--- config.mk ---
export PLATFORM = sky130hd
export DESIGN_NAME = fetch_pc_gen
export DESIGN_NICKNAME = d
export VERILOG_FILES = /design/src/rtl/fetch_pc_gen.sv
export SDC_FILE = /design/constraint.sdc
export NUM_CORES = 1
export LEC_CHECK = 0
export CORE_ASPECT_RATIO = 0.8
export CORE_MARGIN = 5
export CORE_UTILIZATION = 52
export DETAILED_ROUTE_END_ITERATION = 8
export PLACE_DENSITY = 0.86
export SYNTH_ARGS = -nofsm -noshare
export SYNTH_HDL_FRONTEND = slang
export SYNTH_SLANG_ARGS = --single-unit
--- constraint.sdc ---
create_clock -name clk -period 3.8 [get_ports clk]
set_clock_uncertainty 0.2 [all_clocks]
set_input_delay 0.76 -clock clk [delete_from_list [all_inputs] [get_ports clk]]
set_output_delay 0.76 -clock clk [all_outputs]
set_load 0.005 [all_outputs]
--- src/rtl/fetch_pc_gen.sv ---
// Fetch-stage program counter generator for an RV32I core.
// Holds the current fetch address and picks the next one by priority:
// trap entry, taken branch/jump, a redirect captured while fetch could not
// advance, then the sequential increment. A small BOOT/RUN/HALT machine
// gates fetch requests, and an accepted-fetch counter tracks throughput.
module fetch_pc_gen #(
    parameter int unsigned     XLEN         = 32,
    parameter logic [XLEN-1:0] RESET_VECTOR = 32'h0000_0000,
    parameter int unsigned     INC          = 4,
    parameter int unsigned     CNT_W        = 32
) (
    input  logic             clk,
    input  logic             rst,
    input  logic             stall_i,
    input  logic             imem_ready_i,
    input  logic             redirect_i,
    input  logic [XLEN-1:0]  redirect_pc_i,
    input  logic             trap_i,
    input  logic [XLEN-1:0]  trap_vec_i,
    input  logic             halt_i,
    input  logic             resume_i,
    output logic [XLEN-1:0]  pc_o,
    output logic [XLEN-1:0]  pc_plus_o,
    output logic             pc_valid_o,
    output logic             pend_valid_o,
    output logic             misaligned_o,
    output logic [CNT_W-1:0] fetch_cnt_o
);

    localparam logic [XLEN-1:0]  INC_V   = XLEN'(INC);
    localparam logic [CNT_W-1:0] CNT_ONE = CNT_W'(1);

    typedef enum logic [1:0] {
        BOOT = 2'd0,
        RUN  = 2'd1,
        HALT = 2'd2
    } state_t;

    state_t           state;
    state_t           state_next;

    logic [XLEN-1:0]  pc;
    logic [XLEN-1:0]  pc_next;
    logic [XLEN-1:0]  pc_plus;
    logic [XLEN-1:0]  pend_pc;
    logic [XLEN-1:0]  pend_pc_next;
    logic             pend_valid;
    logic             pend_valid_next;
    logic [CNT_W-1:0] cnt;
    logic [CNT_W-1:0] cnt_next;
    logic             adv;

    // A fetch is accepted only while running, not stalled, and memory is ready.
    assign adv = (state == RUN) && !stall_i && imem_ready_i;

    // Sequential successor; wraps naturally modulo 2^XLEN.
    assign pc_plus = pc + INC_V;

    // State register; BOOT is held only until the first edge after reset.
    always_ff @(posedge clk or negedge rst) begin
        if (!rst) begin
            state <= BOOT;
        end else begin
            state <= state_next;
        end
    end

    // Next-state logic: halt dominates resume when both are requested.
    always_comb begin
        state_next = state;
        case (state)
            BOOT: state_next = RUN;
            RUN: begin
                if (halt_i) begin
                    state_next = HALT;
                end
            end
            HALT: begin
                if (resume_i && !halt_i) begin
                    state_next = RUN;
                end
            end
            default: state_next = BOOT;
        endcase
    end

    // Next-PC selection and pending-redirect bookkeeping, highest priority first.
    always_comb begin
        pc_next         = pc;
        pend_pc_next    = pend_pc;
        pend_valid_next = pend_valid;
        if (trap_i) begin
            // Trap entry overrides everything, even while stalled or halted.
            pc_next         = trap_vec_i;
            pend_valid_next = 1'b0;
        end else if (redirect_i && adv) begin
            pc_next         = redirect_pc_i;
            pend_valid_next = 1'b0;
        end else if (redirect_i) begin
            // Fetch cannot move now; remember the target, newest wins.
            pend_pc_next    = redirect_pc_i;
            pend_valid_next = 1'b1;
        end else if (pend_valid && adv) begin
            pc_next         = pend_pc;
            pend_valid_next = 1'b0;
        end else if (adv) begin
            pc_next         = pc_plus;
        end
    end

    // Accepted fetches are counted; a trap edge is not a fetch.
    always_comb begin
        cnt_next = cnt;
        if (adv && !trap_i) begin
            cnt_next = cnt + CNT_ONE;
        end
    end

    // PC, pending redirect and counter registers; reset drops any pending target.
    always_ff @(posedge clk or negedge rst) begin
        if (!rst) begin
            pc         <= RESET_VECTOR;
            pend_pc    <= '0;
            pend_valid <= 1'b0;
            cnt        <= '0;
        end else begin
            pc         <= pc_next;
            pend_pc    <= pend_pc_next;
            pend_valid <= pend_valid_next;
            cnt        <= cnt_next;
        end
    end

    assign pc_o         = pc;
    assign pc_plus_o    = pc_plus;
    assign pc_valid_o   = (state == RUN);
    assign pend_valid_o = pend_valid;
    // Misaligned targets are passed through; the exception is raised downstream.
    assign misaligned_o = |pc[1:0];
    assign fetch_cnt_o  = cnt;

endmodule

# Yosys cells after proc, flatten, opt, wreduce, memory -nomap -nowiden
# Cells that the tools add are included.
# word_totals
reg_bits	99
inputBits	72
out_inout_bits	99
# classes
add_sub_neg	2
n_eq_ne	5
mux	12
n_bitwise	2
n_reduce_logical	16
# ops
cell	n
32-bit two-way mux	5
32-bit by 1-bit adder with 32-bit output, second input constant	1
32-bit by 3-bit adder with 32-bit output, second input constant	1
4-bit nonzero test	2
1-bit logical AND	6
2-bit case mux with 3 select lines	1
1-bit two-way mux	4
2-bit two-way mux	2
2-bit inequality test, second input constant	2
2-bit AND reduction	2
1-bit zero test	3
3-bit by 1-bit inequality test with 1-bit output, second input constant	1
3-bit AND reduction	1
2-bit by 1-bit == test with 1-bit output, second input constant	1
2-bit == test, second input constant	1
2-bit zero test	1
1-bit inverter	2
2-bit OR reduction	1

# Depth between registers and ports, before layout
# depth
word_depth	8
ltp_mapped	8

# Least setup slack after synthesis
# Ideal clock, no wire load.
# synth_path
kind	register to output
start	register pc[5], in the netlist pc_o[5]
end	output pc_plus_o[21]
arrival_ns	1.662
t_required_ns	2.840
setup_slack_ns	1.178
stages_incl_launch_ff	7
path_buffers	2
cell_sequence	dfrtp_1 -> and3_1 -> buf_4 -> nand4_2 -> clkbuf_1 -> o31a_1 -> or2_2
# synth_via
elab_chain_cells	1
# synth_lines
item	line_no	text
from (decl)	42	logic [XLEN-1:0] pc;
from (signal assigned)	127	pc <= pc_next;
32-bit by 3-bit adder with 32-bit output	57	assign pc_plus = pc + INC_V;
to (decl)	23	output logic [XLEN-1:0] pc_plus_o,
# Every way passes these cells.

# Worst setup path in the final report
# layout_path
start	register pc[5], in the netlist pc_o[5]
end	output pc_plus_o[27]
# Same word-level chain as after synthesis.

==> metrics.txt <==
outcome=finished, final reports clean; CTS tree=yes; crit path time final=between 3 and 4 ns; vias in the first global route=about 5600; Reg2Reg Setup Slack=1.28 ns; Worst Path Arrival=between 2 and 3 ns; Die H=~100 um; reg2reg path depth=5; total track usage=0.293; area delta synth->final=37.8%; CP required=~2.8 ns; antenna violations before repair=0; n_diodes=0; fin. max-slew vios=0; setup violators final=0; clock buffer depth=2; fin nets=about 840; Largest delay share family, worst path=simple AND/OR/NAND/NOR gates; Finished Layout Cells=roughly 900; global-route wire length before repair=roughly 31 mm; YS warnings=0; GPL Wtd Cong=0.890; die area=about 13000 sq um; Max-Cap Viols=0; remaining global-route overflow=0; Yosys top cell area share=0.434; Seq/Total Area, Yosys=0.434; Gate Count Post-Synth=just over 600; core area=around 11000 sq um; postcts setup bufs=0; Clock Tree Root=clkbuf_16; Hold Path Class=flip-flop to flip-flop; CP Max Fanout=7; Hold Slack=between 0.2 and 0.3 ns; WL per Instance=21.2 um; cts bufs inserted=9; post-synthesis compound-gate area fraction=0.154; WP depth=5; # DRC=0; dpl cells=903; Buf/Inv on CP=1; hold_buf cts=0; Peak supply drop=approximately 400 uV; max incr delay on CP=0.59 ns; simple-gate share of the synthesized area=0.215; hold depth=1; type of destination of the critical path=output port; # IOs=171; largest net degree at the start of global routing=between 60 and 70; Worst setup SP type=flip-flop; Row Count=34; setup TNS=0 ns; Crit Path Category=flip-flop to output port; crit-path cells=and3_1, nand4_2, or4_4, xnor2_2, clkdlybuf4s50_1; adder-cell share of the synthesized area=0.00438; crit path max-delay cell type=or4_4; Syn Nets=roughly 700; Post-Synth XOR/XNOR Area=0.0854; # port buffers=170; die width=127 um; power per cell area=~440 nW/um^2; CTS clk-pin slew, worst paths=approximately 0.070 ns; synthesized cell area=around 5700 sq um; slew at the pin closest to its max-slew limit=0.787 ns; number of vias per cell=slightly above 6; Synth Area per Inst=9.33 sq um; f_max=272 MHz; htree depth=3; Worst Slack Setup Final=between 0.1 and 0.15 ns; Lkg Pwr=about 3.2 nW; Tcrit/Tclk final=0.968; layout cell share with drive strength beyond 1=0.106; Fin. Hold Viols=0; DRT iter0 DRCs=593; top cells by area, synth=dfrtp_1 43%, mux2_2 6.3%, xnor2_1 5.8%, nand2_1 4.7%, o21ai_0 3.5%; commonest register cell after synthesis=dfrtp_1; clk_lat worst skew=0.35 ns; Sink Count=~100; Worst slew margin=0.475; Unique masters post-synth=61; Post-CTS Resized=0; initial core utilization=0.529; mux contribution to synthesized area=0.0736; DP Worst Slack=0.536 ns; fillers=about 830; unrepaired setup endpoints after global routing=false; DRT Pass-1 Iters=5; cell taking the most area after synthesis=dfrtp_1; Routed Antenna Nets=0; Post-synth EDFFs=0; largest family of logic cells by synthesized area=simple AND/OR/NAND/NOR gates; Yosys reg bits=around 100; Via Count=about 5600; final core utilization=0.728; dpl hpwl=about 14 mm; asr flop ratio synth=1.00; WL final=19.5 mm
[worst register-to-register path: cells and delay by family (launching register included)]
family	cells	cell delay, ns
simple gates	4	1.62
flops	1	0.43
xor+xnor	1	0.16
[final cells by class]
| class | instances | area (sq um) | share of cell area |
|---|---|---|---|
| Clock buffer | 10 | 239 | 0.0304 |
| Inverter | 11 | 41.3 | 0.00525 |
| Tap cell | 144 | 180 | 0.0229 |
| Multi-Input combinational cell | 467 | 3050 | 0.388 |
| Timing Repair Buffer | 182 | 1810 | 0.230 |
| Sequential cell | 99 | 2480 | 0.315 |
| Clock inverter | 6 | 72.6 | 0.00922 |
[final timing paths]
| path | startpoint | end |
|---|---|---|
| worst max register to register | state[1]$_DFFE_PN0P_ | fetch_cnt_o[24]$_DFFE_PN0P_ |
| max in group asynchronous | rst | fetch_cnt_o[31]$_DFFE_PN0P_ |
| worst min-delay path | fetch_cnt_o[31]$_DFFE_PN0P_ | fetch_cnt_o[31]$_DFFE_PN0P_ |
| worst min register to register | fetch_cnt_o[31]$_DFFE_PN0P_ | fetch_cnt_o[31]$_DFFE_PN0P_ |
| worst max-delay path | pc_o[5]$_DFFE_PN0P_ | pc_plus_o[27] |
| min in group asynchronous | rst | pend_pc[6]$_DFFE_PN0P_ |
[power by group]
group	total (mW)	leakage [nW]	internal, mW	switching, mW
sequential	1.43	1.23	1.22	0.203
clock	0.970	0.155	0.537	0.432
combinational	1.09	1.84	0.603	0.492
total	3.49	3.23	2.36	1.13
[cells by family after synthesis]
group                    count (synthesis)
AND/OR/NAND/NOR                        233
AO/OA/AOI/OAI                          140
flip-flops                              99
XOR/XNOR                                54
buffers and inverters                   46
multiplexers                            38
adder cells (fa/ha/maj)                  2
[synth_stat cells, types with 3 or more instances]
cell	instances
o21ai_0	40
nor2_1	37
mux2_2	32
o221ai_1	5
xnor2_1	38
nand2_1	71
a22oi_1	5
buf_2	6
o22ai_1	5
o31a_1	3
a31oi_1	7
nand2b_1	6
clkbuf_1	23
and3_1	16
o31ai_1	4
o211ai_1	4
and2_1	6
nor4_1	6
inv_1	11
dfrtp_1	99
a21o_1	3
and4_1	10
buf_4	3
nand3_1	37
mux2i_1	6
a221oi_1	4
nor3_1	11
xor2_1	14
a221o_1	3
nand4_1	10
or3_1	3
a21oi_1	39
or2_2	5
a31o_2	3
[placed cells by master, fill, tap and decap left out, drive strengths merged, types with 14 or more instances in the layout]
cell type      count
a21oi             39
and3              16
buf               14
clkdlybuf4s50    168
dfrtp             99
mux2              32
nand2             71
nand3             38
nor2              38
o21ai             40
xnor2             40
xor2              14
[stage by stage]
step                      area [sq um]  power, mW
after global placement            7550       2.48
after CTS                         7870       3.48
final                             7870       3.49
after detailed placement          7550       2.52
after global routing              7870       3.64
after floorplan                   5710       1.91
[state kept, by name, indices dropped and copies added (netlist names)]
signal / cells
fetch_cnt_o: 32
pc_o: 32
pend_pc: 32
state: 2
pend_valid_o: 1
[per-layer routing]
layer | GRT usage | vias up | wire length (um)
li1 | - | 2544 | -
met1 | 0.397 | 2713 | 7710
met2 | 0.464 | 327 | 9230
met3 | 0.0756 | 41 | 2080
met4 | 0.0881 | 0 | 493
met5 | 0 | - | 0
Power figures use the tool's default switching activity.
==> RTL change 1, RTL diff (same settings) <==
The 3 states of `state_t` get a one-hot encoding in 3 bits.
--- a/src/rtl/fetch_pc_gen.sv
+++ b/src/rtl/fetch_pc_gen.sv
@@ -30,10 +30,10 @@
     localparam logic [XLEN-1:0]  INC_V   = XLEN'(INC);
     localparam logic [CNT_W-1:0] CNT_ONE = CNT_W'(1);
 
-    typedef enum logic [1:0] {
-        BOOT = 2'd0,
-        RUN  = 2'd1,
-        HALT = 2'd2
+    typedef enum logic [2:0] {
+        BOOT = 3'b001,
+        RUN  = 3'b010,
+        HALT = 3'b100
     } state_t;
 
     state_t           state;
Formal check against the unedited RTL: same outputs for any inputs over 4 cycles, from zero or initial values and one cycle with rst low; so few cycles prove little.
==> RTL change 1 against the unedited design <==
Worst setup slack worse by 0.067 ns. Routed wire length down 5.4%. Synthesized area up 0.28%. Highest routed layer unchanged. Largest cell class unchanged. Critical path type unchanged. Worst hold slack better by 0.0013 ns. Total power down 6.0%. Cell area up 0.38%. Sequential cell count up 1. Global-route usage down 2.0 points.
==> RTL change 1: results (changes against the unedited design) <==
outcome:
  status: "complete, no violations"
finish:
  diodes: 0  # unchanged
  drive_gt1_frac: 0.1311  # +0.02532
  nNetsFinal: 824  # -2.4%
timing:
  max_slew.worst_pin.slew_ns: 1.041  # +0.2536 ns
  finalCritPeriodShare: 0.9857  # +0.01774
  whs_ns: 0.2853  # +0.001283 ns
routing:
  wl_met3_mm: 1.716  # -18%
  wl_per_cell_um: 20.54  # -3.3%
  drt-initial-drc-count: 585  # -1.3%
  num_vias: 5589  # -0.64%
  top_layer_used: "met4"
  wl_met2_mm: 8.633  # -6.4%
  dr.pass1.iters: 5  # unchanged
  met1_length_mm: 7.394  # -4.0%
logic_synthesis:
  async_reset_ff_frac: 1.000  # unchanged
  yosysSeqAreaShare: 0.4371  # +0.003355
  synth_nets: 661  # -3.6%
  yosys-top-cells-count: "dfrtp_1, nand2_1, xnor2_1"
  synthDistinctLibCells: 60  # -1.6%
  yosysWarnings: 0  # unchanged
  synth.area.top_cells: "dfrtp_1, mux2_2, xnor2_1"
place:
  place.gp.congestion: 0.9124  # +2.5%
  port-buffer-count: 170  # unchanged
  preCtsSetupSlack_ns: 0.4594  # -0.07689 ns
  dp_hpwl_mm: 13.39  # -6.7%
  placed_cell_area_um2: 7585  # +0.40%
critical_path:
  worstPathArrival_ns: 2.79  # +0.07 ns
  reg2reg_to: "pc_o[15]"
  crit_path_max_fanout: 9  # +2
  r2r_start: "state[2]"
  rrSetupSlack_ns: 1.19  # -0.09 ns
  reg2reg_depth: 5  # unchanged
  cp-endpoint: "pc_plus_o[20]"
  timing.critical_path.from: "pc_o[2]"
clocking:
  cts_buffer_depth: 2  # unchanged
  clock_latency_ns: 0.35  # about the same
  htree_levels: 3  # unchanged
  clk_transition_reported_paths_ns: 0.07  # about the same
min_path:
  hold_path_class: "in2async"
die:
  rows: 34  # unchanged
global_route:
  grt.total_usage: 0.2732  # -0.02002
  first_global_vias: 5662  # +1.5%
  grt_max_degree: 60  # -1.6%
  antenna_found_initial: 0  # unchanged
  grt_pass1_wl_mm: 29.00  # -5.6%
power:
  leakagePower_nw: 3.206  # -0.66%
  peakVddDrop_v: 0.0002332  # -40%
## RTL change 1: cell families (layout without fill, tap and decap cells)
kind of cell               Yosys count  count (layout)  share of synthesized area
AOI/OAI and AO/OA                  110             110                     0.1413
xor gates and xnor gates            55              55                    0.08410
adders and majority gates            2               2                   0.004368
buffers and inverters               53             221                    0.03932
DFF                                100             100                     0.4371
muxes                               45              45                    0.08585
and+or+nand+nor                    222             222                     0.2080
## RTL change 1: layer usage
metal | up-vias | GRT usage
met5 | - | 0
met4 | 0 | 0.1340
met3 | 61 | 0.06057
met2 | 345 | 0.4245
met1 | 2697 | 0.3602
li1 | 2486 | -
## RTL change 1: critical path: stages (launching register included)
cell and delay (ns):
dfrtp_2 0.45, ha_1 0.26, and4_1 0.33, nand4_1 0.32, nor4_1 0.36, or2_2 0.20, clkdlybuf4s50_1 0.50
## RTL change 1: power breakdown
part / leakage [nW] / switching [mW] / internal, mW
logic: 1.81 / 0.396 / 0.523
registers: 1.25 / 0.199 / 1.22
clock network: 0.150 / 0.413 / 0.532
total: 3.21 / 1.01 / 2.27
## RTL change 1: layout make-up
class / instances / area, um^2
Clock buffer: 11 / 242.7
Multi-Input combinational cell: 434 / 3007
Tap cell: 144 / 180.2
Fill cell: 778 / 2904
Clock inverter: 5 / 57.56
Inverter: 16 / 60.06
Sequential cell: 100 / 2505
Timing Repair Buffer: 189 / 1849
## RTL change 1: what timing repair did
action                     CTS  global route
setup endpoints to repair    0             2
setup buffers                0             2
resized for setup            0             1
hold endpoints to repair     0             0
## RTL change 1: metrics by stage
| stage | setup TNS, ns | instances |
|---|---|---|
| final | 0 | 899 |
| after global routing | -0.02754 | 899 |
| after CTS | 0 | 897 |
| after detailed placement | 0 | 881 |
| after global placement | 0 | 881 |
| after floorplan | 0 | 587 |
==> RTL change 2, RTL diff (same flow settings) <==
Without the edit above. The parameter `XLEN` goes from 32 to 64.
--- a/src/rtl/fetch_pc_gen.sv
+++ b/src/rtl/fetch_pc_gen.sv
@@ -4,7 +4,7 @@
 // advance, then the sequential increment. A small BOOT/RUN/HALT machine
 // gates fetch requests, and an accepted-fetch counter tracks throughput.
 module fetch_pc_gen #(
-    parameter int unsigned     XLEN         = 32,
+    parameter int unsigned     XLEN         = 64,
     parameter logic [XLEN-1:0] RESET_VECTOR = 32'h0000_0000,
     parameter int unsigned     INC          = 4,
     parameter int unsigned     CNT_W        = 32
Interface: changed (resized pc_o, pc_plus_o, redirect_pc_i and trap_vec_i); port bits go from 171 to 299. The function was not compared with the original's and may differ.
==> RTL change 2 against the unedited design <==
The run now ends with setup timing left. Sequential cell count increased by 64. Register-to-register slack worse by 1.3 ns. Cell area increased by 82%. Die area up 58%. Core utilization up 9.1 points. Worst setup slack worse by 0.15 ns. Synthesized area increased by 64%. Via count up 84%. Total power is 80% higher. Count of clock-buffer cells in the layout grew 7. Routed wire length up 100%. Highest routed layer is now met5.
==> RTL change 2: results (changes against the unedited design) <==
outcome:
  status: "finished with violations"
  violations: "setup timing"
global_route:
  overflow: 0  # unchanged
  first_global_vias: 10240  # +84%
  grt.total_usage: 0.3580  # +0.06482
  grt_pass1_wl_mm: 58.05  # +89%
  antenna_found_initial: 4  # +4
  grt_max_degree: 80  # +31%
routing:
  wl_mm: 39.26  # +100%
  drt-initial-drc-count: 1176  # +98%
  vias_per_cell: 6.508  # +6.3%
  dr.pass1.iters: 6  # +1
logic_synthesis:
  synth_nets: 1113  # +62%
  synth.area.top_cells: "dfrtp_1, mux2_2, xnor2_1"
  yosysSeqAreaShare: 0.4360  # +0.002269
  async_reset_ff_frac: 1.000  # unchanged
  yosys-top-cells-count: "dfrtp_1, nand2_1, nor2_1"
  yosysWarnings: 0  # unchanged
  synthDistinctLibCells: 70  # +15%
clocking:
  clk_transition_reported_paths_ns: 0.08
  cts-buffers-inserted: 17  # +8
  cts_buffer_depth: 2  # unchanged
  cts_root_buf: "clkbuf_16"
  clock_latency_ns: 0.44  # +0.09 ns
  htree_levels: 4  # +1
timing:
  finalSetupViolCount: 1  # +1
  max_slew.worst_pin.slew_ns: 0.7729  # -0.01441 ns
  layout_setup_ws_ns: -0.02369  # -0.1455 ns
critical_path:
  critPathSlowestCell: "dfrtp_1"
  crit_path_max_fanout: 7  # unchanged
  crit_path_max_incr_delay_ns: 0.39  # -0.20 ns
  worstPathArrival_ns: 3.99  # +1.27 ns
finish:
  drive_gt1_frac: 0.2238  # +0.1180
  fill_cells: 1031  # +25%
  nNetsFinal: 1492  # +77%
place:
  dp_hpwl_mm: 26.66  # +86%
  placed_cell_area_um2: 13070  # +73%
  port-buffer-count: 298  # +75%
  place.gp.congestion: 0.9323  # +4.8%
power:
  peakVddDrop_v: 0.0003082  # -21%
  leakagePower_nw: 6.139  # +90%
min_path:
  hold_path_class: "in2async"
==> RTL change 2: changes by cell type after synthesis, moves of 14 or more <==
cell and change:
nand4_1 +19, clkbuf_1 +31, mux2_2 +33, xor2_1 +17
nand3_1 +24, a221o_1 +14, nand2_1 +18, dfrtp_1 +64
nor2_1 +30, or3_1 +14, xnor2_1 +14
==> RTL change 2: final timing paths <==
check	start	to	slack, ns	cells past startpoint
max in group asynchronous	rst	pc_o[10]	2.38	2
max reg2reg	pc_o[32]	pc_o[52]	-0.02	20
min reg2reg	fetch_cnt_o[31]	fetch_cnt_o[31]	0.27	1
min	rst	fetch_cnt_o[14]	0.14	1
min in group clk	fetch_cnt_o[31]	fetch_cnt_o[31]	0.27	1
max	pc_o[32]	pc_o[52]	-0.02	20
==> RTL change 2: through the flow <==
| step | power (mW) | TNS (ns) | cells | setup slack (ns) | utilization |
|---|---|---|---|---|---|
| 2_1_floorplan | 3.153 | 0 | 975 | 0.5765 | - |
| 3_3_place_gp | 4.318 | 0 | 1514 | 0.1323 | 0.7474 |
| 3_5_place_dp | 4.369 | 0 | 1514 | 0.09995 | 0.7474 |
| 4_1_cts | 6.184 | -0.02598 | 1580 | -0.02329 | 0.8031 |
| 5_1_grt | 6.529 | -0.3967 | 1593 | -0.09178 | 0.8194 |
| 6_report | 6.283 | -0.02369 | 1594 | -0.02369 | 0.8195 |
==> RTL change 2: cells by family after synthesis <==
logic type,Yosys count,share of synthesized area
xor+xnor,84,0.07944
flops,163,0.4360
mux,75,0.08894
buf+inv,74,0.03196
simple gates,363,0.2049
compound gates,214,0.1561
fa+ha+maj,2,0.002674
==> RTL change 2: timing repair <==
item / in CTS / in global routing
hold buffers: 0 / 0
resized for setup: 60 / 50
buffers inserted: 34 / 12
setup endpoints to repair: 39 / 32
pin swaps: 17 / 15
==> RTL change 2: area by class of cell <==
cell class,count,area (um^2),area share
tap,225,281.5,0.01965
multi-input combinational,738,5346,0.3731
timing repair buffer,423,3978,0.2776
clock buffer,17,425.4,0.02969
sequential,163,4084,0.2850
clock inverter,15,168.9,0.01179
antenna,2,5.005,0.0003493
inverter,11,41.29,0.002881
==> RTL change 2: routing by layer <==
layer  routed length (um)  track usage
met1                14740       0.4586
met4                 1972       0.1639
met3                 4509       0.1077
met2                18000       0.5676
met5                   41            0
==> RTL change 2: where the power goes <==
part / leakage, nW / internal, mW / switching, mW / total [mW]
Clock: 0.290 / 0.990 / 0.808 / 1.80
Combinational: 3.88 / 1.15 / 0.986 / 2.14
Sequential: 1.97 / 2.04 / 0.303 / 2.34
==> RTL change 2: critical path, delay by kind of cell, from the launching register on <==
kind / cells / cell delay, ns
and+or+nand+nor: 6 / 1.20
DFF: 1 / 0.39
buffers and inverters: 14 / 1.95
